**config.mk**
```make
export PLATFORM = sky130hd
export DESIGN_NAME = uart_rx_fsm_flat
export DESIGN_NICKNAME = d
export VERILOG_FILES = /design/src/rtl/uart_rx_fsm_if.sv /design/src/rtl/uart_rx_fsm.sv /design/src/flat_wrapper.sv
export SDC_FILE = /design/constraint.sdc
export NUM_CORES = 1
export LEC_CHECK = 0
export BUFFER_PORTS_ARGS = -buffer_cell sky130_fd_sc_hd__buf_4
export CORE_MARGIN = 2
export CORE_UTILIZATION = 49
export CTS_CLUSTER_SIZE = 25
export DETAILED_ROUTE_END_ITERATION = 8
export GPL_TIMING_DRIVEN = 0
export PLACE_DENSITY_LB_ADDON = 0.08
export SETUP_SLACK_MARGIN = 0.2
export SYNTH_ARGS = -nofsm -noshare
export SYNTH_HDL_FRONTEND = slang
export SYNTH_SLANG_ARGS = --single-unit
```
**constraint.sdc**
```tcl
create_clock -name clk -period 4.1 [get_ports clk]
set_input_delay 0.205 -clock clk [delete_from_list [all_inputs] [get_ports clk]]
set_output_delay 0.205 -clock clk [all_outputs]
set_load 0.005 [all_outputs]
```
**src/rtl/uart_rx_fsm_if.sv**
```systemverilog
// ---------------------------------------------------------------------------
// uart_rx_fsm_if
//
// Bundles every non-clock, non-reset signal of the UART receive control FSM.
//
// Signals:
//   RX_IN        serial line (idle high), already synchronised
//   Prescale     oversampling ratio (8, 16 or 32)
//   PAR_EN       frame carries a parity bit
//   PAR_TYP      0 = even parity, 1 = odd parity
//   edge_cnt     oversample counter from edge_bit_counter
//   bit_cnt      bit counter from edge_bit_counter
//   sampled_bit  majority-voted bit from the data sampler
//   cnt_enable   enable for edge_bit_counter
//   dat_samp_en  enable for the data sampler
//   P_DATA       received byte
//   data_valid   one-cycle pulse, P_DATA is valid
//   par_err      sticky parity error
//   stp_err      sticky stop-bit error
//   strt_glitch  one-cycle pulse on a false start
//
// Modports:
//   slave  : the FSM itself
//   master : the surrounding receiver (counter, sampler, consumer)
// ---------------------------------------------------------------------------
interface uart_rx_fsm_if #(
  parameter int Prescale_width = 6
);
  logic                      RX_IN;
  logic [Prescale_width-1:0] Prescale;
  logic                      PAR_EN;
  logic                      PAR_TYP;
  logic [Prescale_width-1:0] edge_cnt;
  logic [3:0]                bit_cnt;
  logic                      sampled_bit;
  logic                      cnt_enable;
  logic                      dat_samp_en;
  logic [7:0]                P_DATA;
  logic                      data_valid;
  logic                      par_err;
  logic                      stp_err;
  logic                      strt_glitch;

  modport slave (
    input  RX_IN, Prescale, PAR_EN, PAR_TYP, edge_cnt, bit_cnt, sampled_bit,
    output cnt_enable, dat_samp_en, P_DATA, data_valid, par_err, stp_err,
           strt_glitch
  );

  modport master (
    output RX_IN, Prescale, PAR_EN, PAR_TYP, edge_cnt, bit_cnt, sampled_bit,
    input  cnt_enable, dat_samp_en, P_DATA, data_valid, par_err, stp_err,
           strt_glitch
  );
endinterface

```
**src/rtl/uart_rx_fsm.sv**
```systemverilog
// ---------------------------------------------------------------------------
// uart_rx_fsm
//
// Control and checking stage of the UART receiver. Detects a start bit,
// enables the external edge/bit counter, walks through start, data, optional
// parity and stop bits using the counter values, shifts the sampled data bits
// into a byte (LSB first) and reports the byte with a one-cycle data_valid
// pulse. Parity and stop errors are sticky until the next frame starts; a
// start bit that samples high is reported as a one-cycle strt_glitch pulse.
//
// Ports:
//   clk      rising-edge clock
//   reset_n  asynchronous active-low reset
//   bus      uart_rx_fsm_if.slave (see the interface header for the list)
//
// cnt_enable / dat_samp_en are decoded straight from the state register so
// they drop the moment reset is asserted; all other outputs are registered.
// ---------------------------------------------------------------------------
module uart_rx_fsm #(
  parameter int Prescale_width = 6
) (
  input  logic          clk,
  input  logic          reset_n,
  uart_rx_fsm_if.slave  bus
);

  typedef enum logic [2:0] {
    IDLE   = 3'd0,
    START  = 3'd1,
    DATA   = 3'd2,
    PARITY = 3'd3,
    STOP   = 3'd4
  } state_t;

  localparam logic [Prescale_width-1:0] PW_ONE = 1;
  localparam logic [Prescale_width-1:0] PW_TWO = 2;

  // Highest bit_cnt a legal frame can reach (stop bit of a parity frame).
  localparam logic [3:0] LAST_BIT = 4'd10;

  state_t     state_reg, state_next;
  logic [7:0] shift_reg, shift_next;
  logic [7:0] p_data_reg, p_data_next;
  logic       data_valid_reg, data_valid_next;
  logic       par_err_reg, par_err_next;
  logic       stp_err_reg, stp_err_next;
  logic       strt_glitch_reg, strt_glitch_next;
  logic       par_en_reg, par_en_next;
  logic       par_typ_reg, par_typ_next;

  logic [Prescale_width-1:0] s_point;
  logic [Prescale_width-1:0] e_point;
  logic                      at_s;
  logic                      at_e;
  logic                      overrun;
  logic                      exp_parity;

  // Sample point sits two oversample ticks past mid-bit so the sampler's
  // majority window has completed; bit end is the counter's wrap value.
  assign s_point = (bus.Prescale >> 1) + PW_TWO;
  assign e_point = bus.Prescale - PW_ONE;
  assign at_s    = (bus.edge_cnt == s_point);
  assign at_e    = (bus.edge_cnt == e_point);

  // If Prescale is changed mid-frame the S/E points may never be hit; the
  // bit counter keeps advancing, so running past the last legal bit is used
  // as an escape back to IDLE.
  assign overrun = (bus.bit_cnt > LAST_BIT);

  assign exp_parity = (^shift_reg) ^ par_typ_reg;

  always_ff @(posedge clk or negedge reset_n) begin
    if (!reset_n) begin
      state_reg       <= IDLE;
      shift_reg       <= '0;
      p_data_reg      <= '0;
      data_valid_reg  <= 1'b0;
      par_err_reg     <= 1'b0;
      stp_err_reg     <= 1'b0;
      strt_glitch_reg <= 1'b0;
      par_en_reg      <= 1'b0;
      par_typ_reg     <= 1'b0;
    end else begin
      state_reg       <= state_next;
      shift_reg       <= shift_next;
      p_data_reg      <= p_data_next;
      data_valid_reg  <= data_valid_next;
      par_err_reg     <= par_err_next;
      stp_err_reg     <= stp_err_next;
      strt_glitch_reg <= strt_glitch_next;
      par_en_reg      <= par_en_next;
      par_typ_reg     <= par_typ_next;
    end
  end

  always_comb begin
    state_next       = state_reg;
    shift_next       = shift_reg;
    p_data_next      = p_data_reg;
    data_valid_next  = 1'b0;
    par_err_next     = par_err_reg;
    stp_err_next     = stp_err_reg;
    strt_glitch_next = 1'b0;
    par_en_next      = par_en_reg;
    par_typ_next     = par_typ_reg;

    case (state_reg)
      IDLE: begin
        if (!bus.RX_IN) begin
          state_next   = START;
          par_en_next  = bus.PAR_EN;
          par_typ_next = bus.PAR_TYP;
          par_err_next = 1'b0;
          stp_err_next = 1'b0;
          shift_next   = '0;
        end
      end

      START: begin
        if (at_s && bus.sampled_bit) begin
          strt_glitch_next = 1'b1;
          state_next       = IDLE;
        end else if (at_e && (bus.bit_cnt == 4'd0)) begin
          state_next = DATA;
        end else if (bus.bit_cnt != 4'd0) begin
          // Start bit end was skipped (Prescale disturbed): abandon frame.
          state_next = IDLE;
        end
      end

      DATA: begin
        if (at_s) begin
          shift_next = {bus.sampled_bit, shift_reg[7:1]};
        end
        if (at_e && (bus.bit_cnt == 4'd8)) begin
          state_next = par_en_reg ? PARITY : STOP;
        end
      end

      PARITY: begin
        if (at_s && (bus.sampled_bit != exp_parity)) begin
          par_err_next = 1'b1;
        end
        if (at_e) begin
          state_next = STOP;
        end
      end

      STOP: begin
        if (at_s) begin
          state_next = IDLE;
          if (!bus.sampled_bit) begin
            stp_err_next = 1'b1;
          end else if (!par_err_reg) begin
            p_data_next     = shift_reg;
            data_valid_next = 1'b1;
          end
        end
      end

      default: begin
        state_next = IDLE;
      end
    endcase

    if ((state_reg != IDLE) && overrun) begin
      state_next = IDLE;
    end
  end

  assign bus.cnt_enable  = (state_reg != IDLE);
  assign bus.dat_samp_en = (state_reg != IDLE);
  assign bus.P_DATA      = p_data_reg;
  assign bus.data_valid  = data_valid_reg;
  assign bus.par_err     = par_err_reg;
  assign bus.stp_err     = stp_err_reg;
  assign bus.strt_glitch = strt_glitch_reg;

endmodule
```
**src/flat_wrapper.sv**
```systemverilog
// flat-port wrapper written by rule: the top's interface ports become plain ports
module uart_rx_fsm_flat 
#(
  parameter int Prescale_width = 6
)
  (clk, reset_n, bus_RX_IN, bus_Prescale, bus_PAR_EN, bus_PAR_TYP, bus_edge_cnt, bus_bit_cnt, bus_sampled_bit, bus_cnt_enable, bus_dat_samp_en, bus_P_DATA, bus_data_valid, bus_par_err, bus_stp_err, bus_strt_glitch);
  uart_rx_fsm_if #(.Prescale_width(Prescale_width)) bus_i ();
  input  logic clk;
  input  logic reset_n;
  input wire logic [$bits(bus_i.RX_IN)-1:0] bus_RX_IN;
  input wire logic [$bits(bus_i.Prescale)-1:0] bus_Prescale;
  input wire logic [$bits(bus_i.PAR_EN)-1:0] bus_PAR_EN;
  input wire logic [$bits(bus_i.PAR_TYP)-1:0] bus_PAR_TYP;
  input wire logic [$bits(bus_i.edge_cnt)-1:0] bus_edge_cnt;
  input wire logic [$bits(bus_i.bit_cnt)-1:0] bus_bit_cnt;
  input wire logic [$bits(bus_i.sampled_bit)-1:0] bus_sampled_bit;
  output wire logic [$bits(bus_i.cnt_enable)-1:0] bus_cnt_enable;
  output wire logic [$bits(bus_i.dat_samp_en)-1:0] bus_dat_samp_en;
  output wire logic [$bits(bus_i.P_DATA)-1:0] bus_P_DATA;
  output wire logic [$bits(bus_i.data_valid)-1:0] bus_data_valid;
  output wire logic [$bits(bus_i.par_err)-1:0] bus_par_err;
  output wire logic [$bits(bus_i.stp_err)-1:0] bus_stp_err;
  output wire logic [$bits(bus_i.strt_glitch)-1:0] bus_strt_glitch;
  assign bus_i.RX_IN = bus_RX_IN;
  assign bus_i.Prescale = bus_Prescale;
  assign bus_i.PAR_EN = bus_PAR_EN;
  assign bus_i.PAR_TYP = bus_PAR_TYP;
  assign bus_i.edge_cnt = bus_edge_cnt;
  assign bus_i.bit_cnt = bus_bit_cnt;
  assign bus_i.sampled_bit = bus_sampled_bit;
  assign bus_cnt_enable = bus_i.cnt_enable;
  assign bus_dat_samp_en = bus_i.dat_samp_en;
  assign bus_P_DATA = bus_i.P_DATA;
  assign bus_data_valid = bus_i.data_valid;
  assign bus_par_err = bus_i.par_err;
  assign bus_stp_err = bus_i.stp_err;
  assign bus_strt_glitch = bus_i.strt_glitch;
  uart_rx_fsm #(.Prescale_width(Prescale_width)) u_core (.clk(clk), .reset_n(reset_n), .bus(bus_i));
endmodule
```
# Word level (Yosys, flattened, before mapping)
# Index checks and enable logic that the tools add are counted.
# W data, S select, Z words.
word_totals:
  word_cells: 77
  ff_bits: 25
classes:
  order_cmp: 1
  reduce_logical: 19
  n_addsub: 2
  muxes: 25
  n_eq_ne: 18
  bitwise_logic: 3
op_table:
  columns: ["op", "n"]
  rows:
  - ["$mux W3", 9]
  - ["$mux W8", 2]
  - ["$pmux W8 S2", 1]
  - ["$pmux W3 S5", 1]
  - ["$eq A6 B6 Y1", 2]
  - ["$mux W1", 10]
  - ["$ne A3 B1 Y1 const B", 3]
  - ["$reduce_and A4 Y1", 2]
  - ["$reduce_xor A8 Y1", 1]
  - ["$add A5 B2 Y6 const B", 1]
  - ["$eq A3 B2 Y1 const B", 2]
  - ["$ne A2 B1 Y1 const B", 3]
  - ["$reduce_and A3 Y1", 2]
  - ["$reduce_bool A2 Y1", 3]
  - ["$sub A6 B1 Y6 const B", 1]
  - ["$logic_and A1 B1 Y1", 5]
  - ["$ne A5 B1 Y1 const B", 1]
  - ["$reduce_and A5 Y1", 1]
  - ["$eq A4 B4 Y1 const B", 1]
  - ["$gt A4 B4 Y1 const B", 1]
  - ["$logic_not A4 Y1", 1]
  - ["$ne A2 B2 Y1 const B", 2]
  - ["$pmux W1 S2", 2]
  - ["$reduce_bool A4 Y1", 1]
  - ["9 further kinds", 10]

# Logic depth before layout (Yosys ltp)
logic_depth:
  ltp_word: 7
  mapped_depth: 9
  ltp_nobuf: 8

# Least setup slack after synthesis
# OpenSTA, ideal clock, no wires.
synth_timing:
  path_type: "input port to flip-flop"
  start: "input bus_Prescale[2]"
  end: "register u_core.p_data_reg[0] (netlist: u_core.bus.P_DATA[0])"
  t_arrival_ps: 1963
  path_slack_ps: 2013
  n_path_buf: 0
  stages: 8
  required_ps: 3975
  cell_sequence: "inv_1 -> ha_1 -> xor2_1 -> nor3_1 -> o211a_4 -> nand2_4 -> nor4_4 -> mux2_2"
synth_via:
  elab_chain_len: 3
synth_lines:
  columns: ["element", "line", "source"]
  rows:
  - ["start, declared", "flat_wrapper.sv:11", "input wire logic [$bits(bus_i.Prescale)-1:0] bus_Prescale;"]
  - ["$add A5 B2 Y6", "uart_rx_fsm.sv:60", "assign s_point = (bus.Prescale >> 1) + PW_TWO;"]
  - ["$eq A6 B6 Y1", "uart_rx_fsm.sv:62", "assign at_s = (bus.edge_cnt == s_point);"]
  - ["$reduce_and A4 Y1 (no line)", null, null]
  - ["end signal, assigned", "uart_rx_fsm.sv:86", "p_data_reg <= p_data_next;"]
  - ["end, declared", "uart_rx_fsm.sv:43", "logic [7:0] p_data_reg, p_data_next;"]
# Every way passes these cells.
# A chain may end at the register's enable or synchronous reset.

# Worst setup path in the final report
layout_timing:
  start: "input bus_Prescale[2]"
  end: "register u_core.p_data_reg[7] (netlist: u_core.bus.P_DATA[7])"
# Same word-level chain as after synthesis.

==> results.py <==
metrics = {
    "run_status": {
        "status": "complete, no violations",
    },
    "die": {
        "dieWidth_microns": 60.2,
        "fp.dieH_microns": 60.2,
        "core_sq_mm": 0.00303,
        "start_util": 0.512,
        "ioPinCount": 36,
        "row_count": 20,
        "dieArea_sq_mm": 0.00363,
    },
    "timing": {
        "fmax_mhz": 467,
        "slew_headroom": 0.580,
        "layout_worst_path_cycle_share": 0.522,
        "finalSetupViolCount": 0,
        "setup_slack_ns": 1.96,
        "rsz0062_at_grt": "no",
        "fin_skew_ns": 0.00927,
        "setup_tns_ns": 0,
        "min_period_ns": 2.14,
        "hold_viol": 0,
        "worstMarginPinSlew_ns": 0.614,
        "report.final.slew_viol_count": 0,
    },
    "hold_path": {
        "min_to": "u_core.par_en_reg",
        "holdCritPathClass": "in2reg",
        "worstHoldStart": "bus_PAR_EN",
        "min_path_cells": 3,
    },
    "place": {
        "portBuffers": 34,
        "place_congestion": 0.861,
        "pre_cts_slack_ns": 1.57,
        "dp_hpwl_microns": 2300,
        "placedInstanceArea_sq_mm": 0.00186,
    },
    "synth": {
        "yosysWarnings": 0,
        "synth-edff-count": 0,
        "ys_seq_elements": 25,
        "avgSynthCellArea_sq_um": 9.74,
        "synthFlopType": "dfrtp_1",
        "synth.net_count": 185,
        "synthCells": 159,
        "ys_seq_area_frac": 0.404,
        "synth_cell_types": 37,
        "synthArstFlopShare": 1.00,
        "syn_area_sq_mm": 0.00155,
    },
    "routing": {
        "drt_iter0_drc": 80,
        "num_vias": 1258,
        "wl_microns": 3030,
        "post_drt_via_cell_ratio": 5.20,
        "drc_errors": 0,
        "ant_nets": 0,
        "wl_per_cell_microns": 12.5,
        "dr.pass1.iters": 4,
    },
    "global_routing": {
        "grt_pass1_vias": 1142,
        "antenna_found_initial": 0,
        "grt_use_total": 0.185,
        "grt_max_degree": 26,
        "gr-total-overflow": 0,
        "grt_pass1_wl_microns": 5020,
    },
    "layout": {
        "drive_gt1_frac": 0.278,
        "fin_util": 0.627,
        "diodes": 0,
        "stdcell_area_sq_mm": 0.00190,
        "areaGrowthSynthToFinish_pct": 22.6,
        "nets": 225,
        "final_common_cell": "buf_4",
        "fillers": 264,
        "final_cell_mix": "buf_4, dfrtp_1, xnor2_1",
    },
    "setup_path": {
        "critPathMaxFanout": 9,
        "required_ns": 4.32,
        "timing.rr.start": "u_core.state_reg[0]",
        "reg2reg_setup_slack_ns": 2.08,
        "critPathCaptureType": "register",
        "cp-start-kind": "input port",
        "crit_type": "in2reg",
        "cp.buffers_inverters": 2,
        "crit_chain": "buf_4, inv_1, ha_1, xor2_1, nor3_1, o211a_4, nand2_4, nor4_4, mux2_2",
        "r2r_cells": 5,
        "critPathSlowestCell": "nor4_4",
        "slowest_delay_ns": 0.54,
        "critPathArrivalTime_ns": 2.36,
        "crit_family": "simple AND/OR/NAND/NOR gates",
        "r2r_end": "u_core.shift_reg[6]",
    },
    "clock_network": {
        "clockBufferDepth": 2,
        "htreeDepth": 1,
        "ctsResizeCount": 0,
        "cts_root_buf": "clkbuf_4",
        "clock_latency_ns": 0.32,
        "clkSlewWorstSetupHoldPaths_ns": 0.14,
        "clock-sinks": 25,
        "cts_tree": "yes",
        "cts-buffers-inserted": 3,
    },
    "power_and_ir_drop": {
        "p_per_area_mw_per_mm2": 384,
        "ir_drop_mv": 0.295,
        "p_leak_nw": 0.869,
    },
    "job": {
        "cap_viol_max_count": 0,
    },
}
==> how the worst max path moves through the flow <==
stage                    start  cells after the start              endpoint
6_report       bus_Prescale[2]                      9  u_core.bus.P_DATA[7]
3_5_place_dp   bus_Prescale[2]                      9  u_core.bus.P_DATA[4]
4_1_cts        bus_Prescale[2]                      9  u_core.bus.P_DATA[7]
3_3_place_gp   bus_Prescale[2]                      9  u_core.bus.P_DATA[6]
2_1_floorplan  bus_Prescale[2]                      8  u_core.bus.P_DATA[0]
5_1_grt        bus_Prescale[2]                      9  u_core.bus.P_DATA[7]
==> logic make-up after synthesis <==
kind of cell	Yosys count	synth area share
AND/OR/NAND/NOR	42	0.152
flip-flops	25	0.404
AO/OA/AOI/OAI	32	0.145
XOR/XNOR	25	0.141
adder cells (fa/ha/maj)	4	0.0323
buffers and inverters	22	0.0606
multiplexers	9	0.0654
==> synth_stat cells, drive strengths merged, types with 2 or more instances <==
master	instances	area [sq um]
a21o	4	31.3
a21oi	3	15.0
a31oi	2	12.5
buf	2	18.8
clkbuf	5	18.8
dfrtp	25	626
ha	4	50.1
inv	15	56.3
mux2	9	101
nand2	7	33.8
nand2b	2	12.5
nand3	12	60.1
nor2	8	30.0
nor3	4	20.0
nor4	2	33.8
o21ai	13	65.1
or3	3	18.8
xnor2	20	175
xor2	5	43.8
==> where the power goes <==
group / internal, mW / leakage (nW) / switching, mW
sequential: 0.275 / 0.342 / 0.0241
combinational: 0.144 / 0.514 / 0.172
clock: 0.0372 / 0.0139 / 0.0771
total: 0.456 / 0.869 / 0.273
==> metrics by stage <==
step / power, mW / std cells / hold slack (ns)
2_1_floorplan: 0.523 / 159 / -0.0906
3_3_place_gp: 0.608 / 237 / 0.126
3_5_place_dp: 0.616 / 237 / 0.129
4_1_cts: 0.731 / 242 / 0.0903
5_1_grt: 0.779 / 242 / 0.0978
6_report: 0.729 / 242 / 0.0901
==> layout make-up <==
cell class,count,area [sq um],share of cell area
repair buffers,35,265,0.140
clock inverters,1,7.51,0.00395
flip-flops and latches,25,626,0.329
plain buffers,7,37.5,0.0198
well taps,44,55.1,0.0290
inverters,15,56.3,0.0296
clock buffers,3,22.5,0.0119
multi-input cells,112,830,0.437
==> metal layers <==
| layer | vias to the layer above | track usage | wire (microns) |
|---|---|---|---|
| li1 | 630 | - | - |
| met3 | 2 | 0.0325 | 162 |
| met1 | 585 | 0.257 | 1460 |
| met2 | 41 | 0.293 | 1400 |
| met5 | - | 0 | 0 |
| met4 | 0 | 0.0540 | 16 |
==> timing repair <==
action / in CTS / in global routing
endpoints found under the setup margin: 0 / 0
hold buffers: 1 / 0
buffers inserted: 0 / 0
hold endpoints to repair: 25 / 0
==> worst reg2reg max path: stages (launching register included) <==
cell and delay (ns):
dfrtp_1 0.43, or3_1 0.42, nor2_1 0.35, a21o_2 0.23
clkbuf_1 0.31, o21ai_0 0.16
Note: power is estimated with default switching activity, not from simulation.
